## src/rtl/adder_result_stage.sv

```systemverilog
// adder_result_stage
//   Registers the combinational outputs of the 64-bit fast adder, derives
//   zero/negative/signed-overflow flags at capture time and hands the results
//   to a consumer through a 2-entry skid FIFO with a valid/ready handshake.
//   Cuts the adder carry-chain timing path and isolates it from back-pressure.
//
// Ports
//   clk, rst            rising-edge clock, asynchronous active-high reset
//   in_valid/in_ready   upstream handshake (in_ready is registered)
//   in_sum, in_carry    adder result
//   in_op               adder operation (1 = subtract)
//   in_a_msb, in_b_msb  operand sign bits as seen by the adder
//   out_valid/out_ready downstream handshake
//   out_sum .. out_ovf  FIFO head payload and flags
//   result_count        number of accepted results, wraps modulo 2^CW
module adder_result_stage #(
  parameter int unsigned W  = 64,
  parameter int unsigned CW = 16
) (
  input  logic          clk,
  input  logic          rst,
  input  logic          in_valid,
  output logic          in_ready,
  input  logic [W-1:0]  in_sum,
  input  logic          in_carry,
  input  logic          in_op,
  input  logic          in_a_msb,
  input  logic          in_b_msb,
  output logic          out_valid,
  input  logic          out_ready,
  output logic [W-1:0]  out_sum,
  output logic          out_carry,
  output logic          out_op,
  output logic          out_zero,
  output logic          out_neg,
  output logic          out_ovf,
  output logic [CW-1:0] result_count
);

  localparam int unsigned CNT_W = 2;

  // One stored result with its flags
  typedef struct packed {
    logic [W-1:0] sum;
    logic         carry;
    logic         op;
    logic         zero;
    logic         neg;
    logic         ovf;
  } entry_t;

  entry_t           head_q, head_d;
  entry_t           tail_q, tail_d;
  logic [CNT_W-1:0] count_q, count_d;
  logic             out_valid_q, out_valid_d;
  logic             in_ready_q, in_ready_d;
  logic [CW-1:0]    result_count_q, result_count_d;

  logic   push;
  logic   pop;
  entry_t new_entry;

  assign push = in_valid && in_ready_q;
  assign pop  = out_valid_q && out_ready;

  // Flags are evaluated on the incoming result and stored with it
  always_comb begin
    new_entry       = '0;
    new_entry.sum   = in_sum;
    new_entry.carry = in_carry;
    new_entry.op    = in_op;
    new_entry.zero  = (in_sum == '0);
    new_entry.neg   = in_sum[W-1];
    new_entry.ovf   = (in_a_msb == in_b_msb) && (in_sum[W-1] != in_a_msb);
  end

  // FIFO next-state: head feeds the outputs directly, tail is the skid slot
  always_comb begin
    head_d         = head_q;
    tail_d         = tail_q;
    count_d        = count_q;
    result_count_d = result_count_q;

    if (push) begin
      result_count_d = result_count_q + CW'(1);
    end

    unique case ({push, pop})
      2'b10: begin
        if (count_q == CNT_W'(0)) begin
          head_d = new_entry;
        end else begin
          tail_d = new_entry;
        end
        count_d = count_q + CNT_W'(1);
      end
      2'b01: begin
        // Leaving the head untouched when draining the last entry keeps the
        // data outputs at their last value while empty.
        if (count_q == CNT_W'(2)) begin
          head_d = tail_q;
        end
        count_d = count_q - CNT_W'(1);
      end
      2'b11: begin
        // Only reachable at count 1 since in_ready is low when full
        head_d = new_entry;
      end
      default: begin
      end
    endcase

    out_valid_d = (count_d != CNT_W'(0));
    in_ready_d  = (count_d < CNT_W'(2));
  end

  always_ff @(posedge clk or posedge rst) begin
    if (rst) begin
      head_q         <= '0;
      tail_q         <= '0;
      count_q        <= '0;
      out_valid_q    <= 1'b0;
      in_ready_q     <= 1'b1;
      result_count_q <= '0;
    end else begin
      head_q         <= head_d;
      tail_q         <= tail_d;
      count_q        <= count_d;
      out_valid_q    <= out_valid_d;
      in_ready_q     <= in_ready_d;
      result_count_q <= result_count_d;
    end
  end

  assign in_ready     = in_ready_q;
  assign out_valid    = out_valid_q;
  assign out_sum      = head_q.sum;
  assign out_carry    = head_q.carry;
  assign out_op       = head_q.op;
  assign out_zero     = head_q.zero;
  assign out_neg      = head_q.neg;
  assign out_ovf      = head_q.ovf;
  assign result_count = result_count_q;

endmodule
```

## config.mk

```make
export PLATFORM = sky130hd
export DESIGN_NAME = adder_result_stage
export DESIGN_NICKNAME = d
export VERILOG_FILES = /design/src/rtl/adder_result_stage.sv
export SDC_FILE = /design/constraint.sdc
export NUM_CORES = 1
export LEC_CHECK = 0
export ABC_AREA = 1
export CORE_MARGIN = 5
export CORE_UTILIZATION = 46
export DETAILED_ROUTE_END_ITERATION = 8
export PLACE_DENSITY_LB_ADDON = 0.12
export SLEW_MARGIN = 5
export SYNTH_ARGS = -nofsm -noshare
export SYNTH_HDL_FRONTEND = slang
export SYNTH_SLANG_ARGS = --single-unit
```

## constraint.sdc

```tcl
create_clock -name clk -period 5.1 [get_ports clk]
set_input_delay 1.02 -clock clk [delete_from_list [all_inputs] [get_ports clk]]
set_output_delay 1.02 -clock clk [all_outputs]
set_load 0.005 [all_outputs]
```

==> Implementation_results.wiki, run 1 <==
{| class="wikitable"
! Metric !! Value
|-
| Result of the run || finished, final reports clean
|-
| Post-CTS setup buffers || 0
|-
| Final routed wire length divided by cell count || 13.35 um
|-
| Io pins || 159
|-
| Worst EP required || 5400 ps
|-
| Worst voltage drop across the vdd grid || 257.0 uV
|-
| Most used flip-flop cell after synthesis || sky130_fd_sc_hd__dfrtp_1
|-
| Switching power share of the total || 0.3225
|-
| Post-Syn Nets || 904
|-
| Arrival time of data at the critical path endpoint || 3610 ps
|-
| Port Buf Inserts || 158
|-
| Count of endpoints failing setup in the final report || 0
|-
| Global Route Usage Sum || 0.1812
|-
| Internal power summed over all cells || 3.581 mW
|-
| Clock tree skew after final layout || 6.113 ps
|-
| Root buffer selected by CTS || sky130_fd_sc_hd__clkbuf_16
|-
| Number of vias per cell || 4.770
|-
| Post-synthesis average cell area || 8.402 um2
|-
| Fraction of final layout cells sized beyond drive strength 1 || 0.05112
|-
| Vias post-DR || 5562
|-
| Top post-synthesis cells by area || sky130_fd_sc_hd__dfrtp_1 56%, sky130_fd_sc_hd__nand2_1 14%, sky130_fd_sc_hd__o21ai_0 12%
|-
| Commonest cells in the synthesized netlist || 253 x sky130_fd_sc_hd__nand2_1, 162 x sky130_fd_sc_hd__o21ai_0, 155 x sky130_fd_sc_hd__dfrtp_1, 82 x sky130_fd_sc_hd__inv_1, 50 x sky130_fd_sc_hd__nor2_1
|-
| Psw || 1.705 mW
|-
| Sinks on the clock net || 156
|-
| Power density normalized to cell area || 571.7 nW/um2
|-
| Clock latency on the worst-skew pair || 420 ps
|-
| Worst min path class || reg -> reg
|-
| Number of slew-limit violations in the final report || 0
|-
| Wirelength, routed || 15.57 mm
|-
| Max cap viols || 0
|-
| Most numerous cell in the Yosys netlist || sky130_fd_sc_hd__nand2_1
|-
| Share of async-settable or async-resettable flops after synthesis || 1.000
|-
| Gate count of the mapped netlist || 828
|-
| Sum of negative setup slack || 0 ps
|-
| Crit start category || input port
|-
| Post-synthesis to final-layout area growth || 32.91%
|-
| Post-cts gate resize count || 0
|-
| Number of fill cells || 1356
|-
| Core box area || 15030 um2
|-
| Sequential share of power || 0.398
|-
| RSZ-0062 raised after global routing || no
|-
| Met1 wire length || 7.323 mm
|-
| Detailed-routed wire length on met3 || 1.027 mm
|-
| Filler-free cell count of the finished design || 1166
|-
| DR pass1 iterations || 5
|-
| EDFF count, synth || 0
|-
| Max frequency || 302.0 MHz
|-
| Finished Core Util || 0.6151
|-
| Highest metal used || met4
|-
| Final weighted congestion in routability-driven placement || 0.7825
|-
| Area fraction of the dominant cell type after synthesis || 0.5576
|-
| Clock slew seen by the registers of the worst setup and hold paths || 60 ps
|-
| Top fanout value on the critical path || 77
|-
| Endpoint kind of the worst setup timing path || register
|-
| Number of antenna repair diodes || 0
|-
| Global-route wire length before repair || 25.93 mm
|-
| Height of the chip || 133.0 um
|-
| Number of CTS-inserted buffers || 17
|-
| WS Path Type || in -> reg
|-
| CTS tree || built
|-
| Maximum number of pins on one net before global-route repair || 157
|-
| Amount of wire on met2 after detailed routing || 6.936 mm
|-
| Max H-tree Level || 4
|-
| Final count of hold timing violations || 0
|-
| Yosys cell types || 26
|-
| Quantity of hold-fixing buffers added after cts || 0
|-
| Count of antenna-violating nets left after detailed routing || 0
|-
| Number of remaining DRC errors || 0
|-
| Actual transition at the worst max-transition pin || 927.5 ps
|-
| Combined area of all synthesized cells || 6957 um2
|-
| Overflow left after global routing || 0
|-
| YS warnings || 0
|-
| Effective utilization at floorplan || 0.4628
|-
| Combinational share of power || 0.344
|-
| Relative slew slack || 0.3816
|-
| Number of placed cells counting well taps || 1134
|-
| Area enclosed by the die boundary || 17680 um2
|-
| Leakage power of the design || 4.431 nW
|-
| Time the worst path needs with I/O delays and setup || 3311 ps
|-
| Detailed Place HPWL || 10.36 mm
|-
| Antenna violations before repair || 0
|-
| Number of design-rule violations left by the first detailed-router iteration || 409
|-
| Yosys top cell by area || sky130_fd_sc_hd__dfrtp_1
|-
| Clock power share || 0.258
|-
| Crit share post-route || 0.6493
|-
| Die Span X || 133.0 um
|-
| Number of synthesized register bits || 156
|-
| Part of the Yosys area used for sequential elements || 0.5613
|-
| Number of nets at the end of the flow || 1041
|-
| Via count of the first global-routing pass || 5241
|-
| Site Rows || 45
|-
| Clock Tree Buf Depth || 2
|}
placed cells by master, fill, tap and decap left out, types with 4 or more instances in the layout:
cell type	count
sky130_fd_sc_hd__ha_1	4
sky130_fd_sc_hd__bufinv_16	4
sky130_fd_sc_hd__nand2_1	253
sky130_fd_sc_hd__clkdlybuf4s50_1	158
sky130_fd_sc_hd__dfrtp_1	155
sky130_fd_sc_hd__xor2_1	8
sky130_fd_sc_hd__xnor2_1	5
sky130_fd_sc_hd__o21ai_1	41
sky130_fd_sc_hd__o21ai_0	162
sky130_fd_sc_hd__nor2_1	50
sky130_fd_sc_hd__nand3_1	6
sky130_fd_sc_hd__inv_1	81
sky130_fd_sc_hd__clkbuf_16	17
sky130_fd_sc_hd__clkinv_4	6
cell families (layout without fill, tap and decap cells):
family,after synthesis,count (layout),synth area share
AO/OA/AOI/OAI,208,208,0.1511
XOR/XNOR,13,13,0.01637
adder cells (fa/ha/maj),4,4,0.007195
buffers and inverters,128,278,0.08273
flip-flops,156,156,0.5613
AND/OR/NAND/NOR,319,319,0.1813
registers in the layout, indices dropped and copies added, names as in the netlist:
name	flops
count_q	2
out_ovf	1
in_ready	1
out_sum	64
out_carry	1
out_zero	1
tail_q	68
result_count	16
out_op	1
out_valid	1
area by class of cell:
| type | count | area [um2] | share of cell area |
|---|---|---|---|
| clock buffers | 20 | 466.7 | 0.05047 |
| inverters | 84 | 320.3 | 0.03464 |
| clock inverters | 12 | 186.4 | 0.02016 |
| well taps | 188 | 235.2 | 0.02544 |
| repair buffers | 162 | 1649 | 0.1783 |
| multi-input cells | 544 | 2484 | 0.2686 |
| flip-flops and latches | 156 | 3905 | 0.4223 |
metrics by stage:
step | worst slack [ps] | area, um2 | power [mW] | hold slack [ps]
6_report | 1789 | 9246 | 5.286 | 477.9
5_1_grt | 1586 | 9246 | 5.693 | 493.7
4_1_cts | 1790 | 9246 | 5.362 | 482.6
3_5_place_dp | 1356 | 8593 | 3.966 | 467.2
3_3_place_gp | 1400 | 8593 | 3.921 | 460.2
2_1_floorplan | 2108 | 6960 | 3.080 | 447.9
critical path: stages:
cell	delay, ps
sky130_fd_sc_hd__clkdlybuf4s50_1	410
sky130_fd_sc_hd__nand2_2	170
sky130_fd_sc_hd__inv_2	70
sky130_fd_sc_hd__ha_1	230
sky130_fd_sc_hd__o21ai_4	270
sky130_fd_sc_hd__nand3_4	750
sky130_fd_sc_hd__buf_12	460
sky130_fd_sc_hd__nand2_1	100
sky130_fd_sc_hd__o21ai_1	60
worst paths after layout:
kind | start | end | slack, ps | cells after the start
worst min register to register | out_zero | out_zero | 480 | 2
worst max register to register | in_ready | out_sum[15] | 2450 | 8
max in group asynchronous | rst | out_sum[3] | 3260 | 3
worst max-delay path | in_valid | out_sum[15] | 1790 | 9
worst min-delay path | out_zero | out_zero | 480 | 2
min in group asynchronous | rst | out_sum[62] | 1130 | 3
power by group through the flow:
stage | Combinational, mW | Clock (mW) | Sequential (mW)
after detailed placement | 1.85 | 0 | 2.11
after global placement | 1.81 | 0 | 2.11
after floorplan | 0.996 | 0 | 2.08
after CTS | 1.86 | 1.40 | 2.10
final | 1.82 | 1.37 | 2.10
after global routing | 2.07 | 1.45 | 2.18
metal layers:
layer	vias to the layer above	GRT usage
li1	2887	-
met1	2526	0.2506
met2	129	0.2695
met3	20	0.05703
met4	0	0.06524
met5	-	0
Note: power is estimated with default switching activity, not from simulation.
==> inputs of run 2 (changes only) <==
==> constraint.sdc (replaced) <==
create_clock -name clk -period 3 [get_ports clk]
set_input_delay 0.6 -clock clk [delete_from_list [all_inputs] [get_ports clk]]
set_output_delay 0.6 -clock clk [all_outputs]
set_load 0.005 [all_outputs]
==> run 2 against run 1 <==
Net effect: via count about the same; critical endpoint is now out_sum[49]; critical path type unchanged; clock skew increased by 2.9 ps; largest cell class unchanged; cell area up 0.74%; highest routed layer unchanged; first-iteration DRC count shrank 5.1%; sequential power up 70%; worst setup slack lost 1100 ps.
==> Implementation_results.wiki, run 2 (synthesis gave the netlist of run 1 again) <==
{| class="wikitable"
! Metric !! Value
|-
| Count of endpoints failing setup in the final report || 0 (unchanged)
|-
| Effective utilization at floorplan || 0.4628 (unchanged)
|-
| Worst voltage drop across the vdd grid || 453.5 uV (+76%)
|-
| Worst min path class || reg -> reg
|-
| Max frequency || 441.0 MHz
|-
| Number of design-rule violations left by the first detailed-router iteration || 388 (-5.1%)
|-
| Result of the run || finished, final reports clean
|-
| Core box area || 15030 um2 (unchanged)
|-
| CTS tree || built
|-
| Number of nets at the end of the flow || 1047 (+0.58%)
|-
| RSZ-0062 raised after global routing || no
|-
| Number of slew-limit violations in the final report || 0 (unchanged)
|-
| Vias post-DR || 5561 (-0.018%)
|-
| Finished Core Util || 0.6196 (+0.004577)
|-
| Port Buf Inserts || 158 (unchanged)
|-
| Die Span X || 133.0 um (unchanged)
|-
| Max reg flops || 68 (unchanged)
|-
| Power density normalized to cell area || 967.8 nW/um2 (+69%)
|-
| Final routed wire length divided by cell count || 13.63 um (+2.1%)
|-
| Max cap viols || 0 (unchanged)
|-
| Worst EP required || 3320 ps (-2080 ps)
|-
| Antenna violations before repair || 0 (unchanged)
|-
| Crit share post-route || 0.7558
|-
| Global-route wire length before repair || 26.57 mm (+2.4%)
|-
| Count of antenna-violating nets left after detailed routing || 0 (unchanged)
|-
| Actual transition at the worst max-transition pin || 549.6 ps (-377.9 ps)
|-
| Clock tree skew after final layout || 9.031 ps (+2.918 ps)
|-
| Clock slew seen by the registers of the worst setup and hold paths || 60 ps (about the same)
|-
| Post-synthesis to final-layout area growth || 33.90%
|-
| Area enclosed by the die boundary || 17680 um2 (unchanged)
|-
| Filler-free cell count of the finished design || 1172 (+0.51%)
|-
| Site Rows || 45 (unchanged)
|-
| Time the worst path needs with I/O delays and setup || 2267 ps
|-
| Clock Tree Buf Depth || 2 (unchanged)
|-
| Number of remaining DRC errors || 0 (unchanged)
|-
| Maximum number of pins on one net before global-route repair || 137 (-13%)
|-
| Number of placed cells counting well taps || 1140 (+0.53%)
|-
| Number of vias per cell || 4.745 (-0.53%)
|-
| Via count of the first global-routing pass || 5346 (+2.0%)
|-
| Min Hold Slack || 479.2 ps (+1.259 ps)
|-
| Endpoint kind of the worst setup timing path || register
|-
| Cell area after layout || 9315 um2 (+0.74%)
|-
| Most common cell after layout, fill and taps aside || sky130_fd_sc_hd__nand2_1
|-
| Height of the chip || 133.0 um (unchanged)
|-
| Quantity of hold-fixing buffers added after cts || 0 (unchanged)
|-
| Root buffer selected by CTS || sky130_fd_sc_hd__clkbuf_16
|-
| Relative slew slack || 0.6328 (+0.2512)
|-
| Largest register by flop count || tail_q
|-
| Post-CTS setup buffers || 0 (unchanged)
|-
| Top library cells by usage in the layout, fill and taps aside || 253 x sky130_fd_sc_hd__nand2_1, 162 x sky130_fd_sc_hd__o21ai_0, 158 x sky130_fd_sc_hd__clkdlybuf4s50_1
|-
| Global Route Usage Sum || 0.1860 (+0.004851)
|-
| Sinks on the clock net || 156 (unchanged)
|-
| Arrival time of data at the critical path endpoint || 2590 ps (-1020 ps)
|-
| Worst reg-to-reg setup slack || 850 ps (-1600 ps)
|-
| Wirelength, routed || 15.98 mm (+2.6%)
|-
| Clock latency on the worst-skew pair || 420 ps (about the same)
|-
| Max H-tree Level || 4 (unchanged)
|-
| Leakage power of the design || 4.459 nW (+0.63%)
|-
| Detailed Place HPWL || 10.86 mm (+4.8%)
|-
| Number of CTS-inserted buffers || 17 (unchanged)
|-
| Final weighted congestion in routability-driven placement || 0.7777 (-0.61%)
|-
| Overflow left after global routing || 0 (unchanged)
|-
| WS Path Type || in -> reg
|-
| Crit start category || input port
|-
| Post-cts gate resize count || 0 (unchanged)
|-
| Final count of hold timing violations || 0 (unchanged)
|-
| Top fanout value on the critical path || 38 (-51%)
|-
| Sum of negative setup slack || 0 ps (unchanged)
|-
| Fraction of final layout cells sized beyond drive strength 1 || 0.05488 (+0.003753)
|-
| Placed Area || 8688 um2 (+1.1%)
|-
| DR pass1 iterations || 5 (unchanged)
|-
| Io pins || 159 (unchanged)
|-
| Number of antenna repair diodes || 0 (unchanged)
|}
-- run 2: cell types whose count changed in the layout (fill, tap and decap cells not counted), sizes merged --
cell	delta
buf	+6
inv	-1
clkinvlp	+3
clkbuf	+1
clkinv	-3
-- run 2: final cells by class --
type	count	area, um2
Multi-Input combinational cell	544	2484
Timing Repair Buffer	168	1744
Fill cell	1346	5718
Clock buffer	21	460.4
Tap cell	188	235.2
Clock inverter	11	166.4
Inverter	84	320.3
Sequential cell	156	3905
-- run 2: critical path: stages --
cell and delay (ps):
sky130_fd_sc_hd__clkdlybuf4s50_1 470, sky130_fd_sc_hd__nand2_2 130, sky130_fd_sc_hd__ha_1 310, sky130_fd_sc_hd__o21ai_2 110
sky130_fd_sc_hd__nand3_4 370, sky130_fd_sc_hd__buf_4 360, sky130_fd_sc_hd__o21ai_0 220
-- run 2: layer usage --
layer | vias to the layer above | track usage | routed length [um]
met3 | 14 | 0.05399 | 952
met5 | - | 0 | 0
li1 | 2899 | - | -
met2 | 122 | 0.2839 | 7281
met1 | 2526 | 0.2579 | 7570
met4 | 0 | 0.05716 | 172
-- run 2: stage by stage --
step / power [mW] / worst slack [ps]
6_report: 9.015 / 732.6
5_1_grt: 9.708 / 574.6
4_1_cts: 9.128 / 705.1
3_5_place_dp: 6.811 / 274.5
3_3_place_gp: 6.721 / 363.7
2_1_floorplan: 5.237 / 427.9
-- run 2: final timing paths --
kind / from / cells past startpoint / end
setup / recovery: in_valid / 7 / out_sum[49]
hold / removal: tail_q[26] / 2 / tail_q[26]
setup reg to reg: in_ready / 6 / out_sum[49]
max in group asynchronous: rst / 3 / out_sum[36]
min in group asynchronous: rst / 2 / out_sum[62]
hold reg to reg: tail_q[26] / 2 / tail_q[26]
-- run 2: where the power goes --
group          leakage [nW]  switching (mW)  internal (mW)  total, mW
Clock                 0.299           0.844           1.43       2.28
Combinational          2.21            1.54           1.62       3.15
Sequential             1.95           0.530           3.05       3.58
Total                  4.46            2.91           6.11       9.02
